File: src/rtl/mips_multi_control.sv
// mips_multi_control: main control FSM for a multicycle MIPS datapath.
// Moore-style strobes per state; memory states may stall on mem_ready.
module mips_multi_control #(
    parameter int ALU_CTRL_W = 4,
    parameter bit MEM_WAIT   = 1'b0,
    parameter int CNT_W      = 16,
    parameter bit EN_JUMP    = 1'b1
) (
    input  logic                  clk,
    input  logic                  reset,
    input  logic [5:0]            Op,
    input  logic [5:0]            Funct,
    input  logic                  Zero,
    input  logic                  mem_ready,
    output logic                  PC_write,
    output logic                  Mem_write,
    output logic                  lorD_mux,
    output logic                  IR_write,
    output logic                  Reg_Dst_mux,
    output logic                  Mem_reg_mux,
    output logic                  Reg_write,
    output logic                  ALU_srcA_mux,
    output logic                  Branch,
    output logic [1:0]            ALU_srcB_mux,
    output logic [1:0]            Pc_src_mux,
    output logic [ALU_CTRL_W-1:0] ALU_control,
    output logic [3:0]            state_o,
    output logic                  illegal,
    output logic [CNT_W-1:0]      instr_count
);

    localparam logic [3:0] S_FETCH   = 4'd0;
    localparam logic [3:0] S_DECODE  = 4'd1;
    localparam logic [3:0] S_MEMADR  = 4'd2;
    localparam logic [3:0] S_MEMRD   = 4'd3;
    localparam logic [3:0] S_MEMWB   = 4'd4;
    localparam logic [3:0] S_MEMWR   = 4'd5;
    localparam logic [3:0] S_EXEC    = 4'd6;
    localparam logic [3:0] S_ALUWB   = 4'd7;
    localparam logic [3:0] S_BRANCH  = 4'd8;
    localparam logic [3:0] S_ADDIEX  = 4'd9;
    localparam logic [3:0] S_ADDIWB  = 4'd10;
    localparam logic [3:0] S_JUMP    = 4'd11;
    localparam logic [3:0] S_ILLEGAL = 4'd15;

    localparam logic [5:0] OP_R    = 6'b000000;
    localparam logic [5:0] OP_LW   = 6'b100011;
    localparam logic [5:0] OP_SW   = 6'b101011;
    localparam logic [5:0] OP_BEQ  = 6'b000100;
    localparam logic [5:0] OP_ADDI = 6'b001000;
    localparam logic [5:0] OP_J    = 6'b000010;

    localparam logic [5:0] FN_ADD = 6'b100000;
    localparam logic [5:0] FN_SUB = 6'b100010;
    localparam logic [5:0] FN_AND = 6'b100100;
    localparam logic [5:0] FN_OR  = 6'b100101;
    localparam logic [5:0] FN_SLT = 6'b101010;

    localparam logic [3:0] ALU_AND = 4'b0000;
    localparam logic [3:0] ALU_OR  = 4'b0001;
    localparam logic [3:0] ALU_ADD = 4'b0010;
    localparam logic [3:0] ALU_SUB = 4'b0110;
    localparam logic [3:0] ALU_SLT = 4'b0111;

    logic [3:0]       state;
    logic [3:0]       state_nx;
    logic [5:0]       op_q;
    logic [5:0]       funct_q;
    logic [CNT_W-1:0] cnt;
    logic             ready;
    logic [4:0]       fn_live;
    logic [4:0]       fn_cap;
    logic [3:0]       alu;
    logic             is_r;
    logic             is_mem;
    logic             is_beq;
    logic             is_addi;
    logic             is_j;
    logic             unused_zero;

    // Zero is consumed by the datapath (Branch & Zero), not by the FSM.
    assign unused_zero = Zero;

    assign ready = MEM_WAIT ? mem_ready : 1'b1;

    // {valid, ALU code} for an R-type function field.
    function automatic logic [4:0] alu_dec(input logic [5:0] f);
        logic [4:0] r;
        case (f)
            FN_ADD:  r = {1'b1, ALU_ADD};
            FN_SUB:  r = {1'b1, ALU_SUB};
            FN_AND:  r = {1'b1, ALU_AND};
            FN_OR:   r = {1'b1, ALU_OR};
            FN_SLT:  r = {1'b1, ALU_SLT};
            default: r = {1'b0, ALU_ADD};
        endcase
        return r;
    endfunction

    assign fn_live = alu_dec(Funct);
    assign fn_cap  = alu_dec(funct_q);

    assign is_r    = (Op == OP_R);
    assign is_mem  = (Op == OP_LW) || (Op == OP_SW);
    assign is_beq  = (Op == OP_BEQ);
    assign is_addi = (Op == OP_ADDI);
    assign is_j    = (Op == OP_J) && EN_JUMP;

    always_comb begin
        state_nx = state;
        unique case (state)
            S_FETCH: begin
                if (ready)
                    state_nx = S_DECODE;
            end
            S_DECODE: begin
                unique case (1'b1)
                    is_mem:  state_nx = S_MEMADR;
                    is_r:    state_nx = fn_live[4] ? S_EXEC : S_ILLEGAL;
                    is_beq:  state_nx = S_BRANCH;
                    is_addi: state_nx = S_ADDIEX;
                    is_j:    state_nx = S_JUMP;
                    default: state_nx = S_ILLEGAL;
                endcase
            end
            S_MEMADR: state_nx = (op_q == OP_LW) ? S_MEMRD : S_MEMWR;
            S_MEMRD: begin
                if (ready)
                    state_nx = S_MEMWB;
            end
            S_MEMWR: begin
                if (ready)
                    state_nx = S_FETCH;
            end
            S_EXEC:    state_nx = S_ALUWB;
            S_ADDIEX:  state_nx = S_ADDIWB;
            S_MEMWB,
            S_ALUWB,
            S_ADDIWB,
            S_BRANCH,
            S_JUMP:    state_nx = S_FETCH;
            S_ILLEGAL: state_nx = S_ILLEGAL;
            default:   state_nx = S_ILLEGAL;
        endcase
    end

    always_ff @(posedge clk) begin
        if (reset) begin
            state   <= S_FETCH;
            op_q    <= '0;
            funct_q <= '0;
            cnt     <= '0;
        end else begin
            state <= state_nx;
            if (state == S_DECODE) begin
                op_q    <= Op;
                funct_q <= Funct;
            end
            if (state == S_FETCH && ready)
                cnt <= cnt + CNT_W'(1);
        end
    end

    // Reset forces every output to its idle value in the same cycle.
    always_comb begin
        PC_write     = 1'b0;
        Mem_write    = 1'b0;
        lorD_mux     = 1'b0;
        IR_write     = 1'b0;
        Reg_Dst_mux  = 1'b0;
        Mem_reg_mux  = 1'b0;
        Reg_write    = 1'b0;
        ALU_srcA_mux = 1'b0;
        Branch       = 1'b0;
        ALU_srcB_mux = 2'b00;
        Pc_src_mux   = 2'b00;
        alu          = ALU_ADD;
        illegal      = 1'b0;
        if (!reset) begin
            unique case (state)
                S_FETCH: begin
                    ALU_srcB_mux = 2'b01;
                    IR_write     = ready;
                    PC_write     = ready;
                end
                S_DECODE: ALU_srcB_mux = 2'b11;
                S_MEMADR,
                S_ADDIEX: begin
                    ALU_srcA_mux = 1'b1;
                    ALU_srcB_mux = 2'b10;
                end
                S_MEMRD: lorD_mux = 1'b1;
                S_MEMWB: begin
                    Mem_reg_mux = 1'b1;
                    Reg_write   = 1'b1;
                end
                S_MEMWR: begin
                    lorD_mux  = 1'b1;
                    Mem_write = 1'b1;
                end
                S_EXEC: begin
                    ALU_srcA_mux = 1'b1;
                    alu          = fn_cap[3:0];
                end
                S_ALUWB: begin
                    Reg_Dst_mux = 1'b1;
                    Reg_write   = 1'b1;
                end
                S_BRANCH: begin
                    ALU_srcA_mux = 1'b1;
                    alu          = ALU_SUB;
                    Pc_src_mux   = 2'b01;
                    Branch       = 1'b1;
                end
                S_ADDIWB: Reg_write = 1'b1;
                S_JUMP: begin
                    Pc_src_mux = 2'b10;
                    PC_write   = 1'b1;
                end
                S_ILLEGAL: illegal = 1'b1;
                default: ;
            endcase
        end
    end

    assign ALU_control = ALU_CTRL_W'(alu);
    assign state_o     = reset ? 4'd0 : state;
    assign instr_count = reset ? '0 : cnt;

endmodule

File: config.mk
export PLATFORM = sky130hd
export DESIGN_NAME = mips_multi_control
export DESIGN_NICKNAME = d
export VERILOG_FILES = /design/src/rtl/mips_multi_control.sv
export SDC_FILE = /design/constraint.sdc
export NUM_CORES = 1
export LEC_CHECK = 0
export CORE_UTILIZATION = 43
export CTS_CLUSTER_DIAMETER = 30
export DETAILED_ROUTE_END_ITERATION = 8
export PLACE_DENSITY = 0.76
export SYNTH_ARGS = -nofsm -noshare
export SYNTH_HDL_FRONTEND = slang
export SYNTH_SLANG_ARGS = --single-unit
File: constraint.sdc
create_clock -name clk -period 1.7 [get_ports clk]
set_input_delay 0.34 -clock clk [delete_from_list [all_inputs] [get_ports clk]]
set_output_delay 0.34 -clock clk [all_outputs]
set_load 0.02 [all_outputs]
Word-level counts from Yosys, hierarchy flattened
Cells that the tools add are included.

cells by class
  $add $sub $neg = 1
  equality and inequality tests = 28
  muxes and demuxes = 34
  reductions and logical operators = 9

operators with widths
  operator                                                               count
  6-bit equality test, second input constant                             13
  4-bit case mux with 7 select lines                                     1
  5-bit case mux with 5 select lines                                     1
  4-bit equality test, second input constant                             5
  1-bit two-way mux                                                      20
  4-bit case mux with 5 select lines                                     1
  16-bit by 1-bit adder with 16-bit output, second input constant        1
  4-bit by 3-bit equality test with 1-bit output, second input constant  4
  16-bit two-way mux                                                     1
  3-bit case mux with 5 select lines                                     1
  4-bit two-way mux                                                      3
  4-bit by 2-bit equality test with 1-bit output, second input constant  2
  4-bit case mux with 2 select lines                                     1
  6-bit by 2-bit equality test with 1-bit output, second input constant  1
  6-bit by 3-bit equality test with 1-bit output, second input constant  1
  6-bit by 4-bit equality test with 1-bit output, second input constant  1
  6-bit zero test                                                        1
  2-bit case mux with 3 select lines                                     1
  2-bit OR reduction                                                     3
  6-bit OR reduction                                                     1
  4-bit by 1-bit equality test with 1-bit output, second input constant  1
  4-bit zero test                                                        1
  2-bit two-way mux                                                      2
  2-bit case mux with 2 select lines                                     1
  4 further kinds                                                        4

storage, ports and cells
  register bits after elaboration = 32
  bits of input ports = 16
  output and inout port bits = 38
  logic and storage cells = 76

Longest topological paths before layout
  depth after elaboration = 5
  mapped depth = 6

Worst setup path after synthesis
No wires, ideal clock.

  path kind = reg-to-output
  from = reg state[2]
  to = out ALU_control[2]
  arrival time = 1861 ps
  setup slack = -501 ps
  stages on the path, launching flop included = 5
  path buffers = 2
  cell sequence = dfxtp_1 clkbuf_1 clkbuf_1 nor4_1 o21bai_1

on the way
  cells in the longest elaborated chain, start to end = 3

RTL lines
  what                                                                                   RTL line  text
  start: declaration                                                                     65        logic [3:0] state;
  start signal: assignment                                                               154       state <= state_nx;
  4-bit equality test or 4-bit by 3-bit equality test with 1-bit output (tied branches)  180       unique case (state)
  4-bit case mux with 2 select lines *                                                   180
  4-bit two-way mux *                                                                    179       if (!reset) begin
  end: declaration                                                                       26        output logic [ALU_CTRL_W-1:0] ALU_control,

Every way passes the cells marked *; elsewhere a longest branch is shown, timed or not.

Final worst setup path
  from = reg state[1]
  to = out PC_write

on the way
  cells in the longest elaborated chain, start to end = 4

RTL lines
  what                                                    RTL line  text
  4-bit equality test or 4-bit zero test (tied branches)  180
  2-bit OR reduction (no line) *                          --
  1-bit two-way mux *                                     180
  1-bit two-way mux *                                     179
  end: declaration                                        15        output logic PC_write,

Marked as above.

==> summary.md <==
| Metric | Value |
|---|---|
| Die height | 68.0 um |
| Leakage power | 1.37 nW |
| Fin. max-slew vios | 0 |
| CP max FO | 4 |
| Cell accounting for the most synthesized area | dfxtp_1 |
| DIE AREA | 4630 um^2 |
| Synth top area share | 34.2% |
| Power Dens Cells | 1240 nW/um^2 |
| TritonCTS clock tree | yes |
| GRT overflow | 0 |
| Syn Std Cell Area | 1870 um^2 |
| Drt pass-1 iters | 4 |
| Async set-reset flop share out of synthesis | 0% |
| Crit Path Class | reg2out |
| Failing checks | setup timing |
| Routed wire length | 5750 um |
| Finish-stage setup viols | 18 |
| Buffers on Ports | 50 |
| Maximum buffer depth of the clock tree | 2 |
| Number of buffers created by CTS | 5 |
| CTS Sinks | 32 |
| Number of synthesized flops with an enable pin | 0 |
| Initial DRC Count | 110 |
| Post-Syn Area per Cell | 7.50 um^2 |
| Chip width | 68.0 um |
| Setup TNS | -1.76 ns |
| Tmin final | 1.94 ns |
| Antenna violations before repair | 0 |
| Register Area | 653 um^2 |
| Nature of the critical path endpoint | primary output |
| Hold Path Class | in2reg |
| RSZ-0062 raised after global routing | true |
| Area Growth Syn to Fin | 70.4% |
| Fin crit share | 114% |
| Crit path required time | 1.36 ns |
| Clk slew on worst S/H paths | 0.06 ns |
| Residual DRC | 0 |
| Core area | 4090 um^2 |
| Routed length per instance | 14.3 um |
| CTS root buf | clkbuf_8 |
| Net Count, Synth | 267 |
| Max frequency | 515 MHz |
| Antenna diodes | 0 |
| Final Worst Setup Slack | -0.241 ns |
| VDD IR max | 0.833 mV |
| Max cap viols | 0 |
| Hold slack final | 0.408 ns |
| Yosys warnings | 0 |
| Register area share after synthesis | 34.2% |
| Crit start category | register |
| Post-synth top flop | dfxtp_1 |
| Largest net degree at the start of global routing | 42 |
| Synth cell types | 49 |
| Layout cell share with drive strength beyond 1 | 38.9% |
| Via density | 5.32 |
| Arrival time worst endpoint | 1.60 ns |
| Post-cts hold buffer count | 0 |
| Inst Count DP | 385 |
| CTS H-tree lvls | 2 |
| Status | finished with violations |
| Initial core utilization | 45.9% |
| Cell row count | 23 |
| Synth area leaders | dfxtp_1, nand2_1, nor2b_1 |
| Mapped Cells | 250 |
| Final hold vios | 0 |
| Vias in the first global route | 1933 |
| Top Ports | 54 |
| Fillcell total | 287 |
| DR vias | 2137 |
| Footprint of the multi-input gates | 1400 um^2 |
| Post-Place Worst Slack | -0.474 ns |
| #FFs+latches synth | 32 |
| RD Place Congestion | 0.812 |
| Nets@finish | 369 |
| Clk_skew | 0.0123 ns |
| Layout Cells excl Fill | 402 |
| Clk Latency, worst-skew pair | 0.30 ns |
| Global-route wire length before repair | 8470 um |
| Final HPWL DP | 3630 um |
| ANT nets after route | 0 |
| Tot Pwr | 0.00395 W |
| Tot GR Track Use | 24.7% |
## layout make-up
class / count / area share (%)
multi-input cells: 196 / 43.9
repair buffers: 112 / 30.7
flip-flops and latches: 32 / 20.4
clock buffers: 6 / 2.27
well taps: 50 / 1.96
inverters: 5 / 0.588
clock inverters: 1 / 0.157
## worst max-delay path, stage by stage, from the launching register on
cell     delay, ns
dfxtp_4       0.37
or4_4         0.58
nor2_4        0.12
or2_2         0.13
buf_6         0.11
## power breakdown
| part | internal, W | switching, W |
|---|---|---|
| Combinational | 0.00115 | 0.00119 |
| Sequential | 0.000918 | 0.000136 |
| Clock | 0.000278 | 0.000281 |
| Total | 0.00235 | 0.00160 |
## final timing paths
kind | from | end | slack (ns) | cells after the start
worst max-delay path | state[1] | PC_write | -0.24 | 4
worst min-delay path | reset | funct_q[3] | 0.41 | 3
worst max register to register | state[0] | cnt[15] | -0.04 | 5
worst min register to register | op_q[1] | op_q[1] | 0.45 | 2
## sequential cells by signal (all words and copies together), names as in the netlist
register,flops
funct_q,6
op_q,6
state,4
cnt,16
## repair_timing
action,4_1_cts,5_1_grt
buffers inserted,4,7
pin swaps,5,13
gates resized for setup,139,43
endpoints found under the hold margin,0,0
setup endpoints to repair,42,31
## synth_stat cells, types with 3 or more instances
master	instances
xor2_1	6
inv_1	5
and2_1	3
nand3_1	6
a21oi_1	20
nor2_1	26
nand2b_1	8
dfxtp_1	32
buf_1	3
nand2_1	34
clkbuf_1	11
nor4_1	6
nand4_1	7
nor3_1	9
xnor2_1	4
nor2b_1	20
mux2_2	3
o21ai_0	6
or3_1	3
## routing by layer
| layer | vias to the layer above | share of wire (%) | routed length, um | track usage (%) |
|---|---|---|---|---|
| met3 | 15 | 4.7 | 271 | 6.17 |
| met2 | 55 | 51 | 2940 | 41.7 |
| met5 | - | 0 | 0 | 0 |
| li1 | 1065 | - | - | - |
| met4 | 0 | 2.4 | 136 | 13.8 |
| met1 | 1002 | 42 | 2400 | 28.2 |
## cell families (layout without fill, tap and decap cells)
| group | Yosys count | count (layout) | share of synthesized area (%) |
|---|---|---|---|
| fa+ha+maj | 1 | 1 | 0.667 |
| buf+inv | 22 | 124 | 4.87 |
| other cells | 1 | 1 | 0.200 |
| xor+xnor | 10 | 10 | 4.67 |
| compound gates | 41 | 41 | 13.4 |
| simple gates | 139 | 139 | 39.7 |
| flops | 32 | 32 | 34.2 |
| mux | 4 | 4 | 2.34 |
## cells in the final DEF, fill, tap and decap left out, drive strengths merged, types with 7 or more instances in the layout
| master | instances |
|---|---|
| dlygate4sd2 | 17 |
| nand4 | 7 |
| nand2b | 8 |
| nor2b | 20 |
| nand2 | 35 |
| a21oi | 20 |
| nor4 | 7 |
| clkdlybuf4s50 | 12 |
| nor2 | 26 |
| nor3 | 9 |
| dfxtp | 32 |
| buf | 82 |
## per-stage QoR
stage | utilization, % | instance area [um^2]
5_1_grt | 78.2 | 3190
4_1_cts | 73.7 | 3010
3_3_place_gp | 69.4 | 2830
6_report | 78.2 | 3190
3_5_place_dp | 69.4 | 2830
2_1_floorplan | - | 1960
Note: power is estimated with default switching activity, not from simulation.
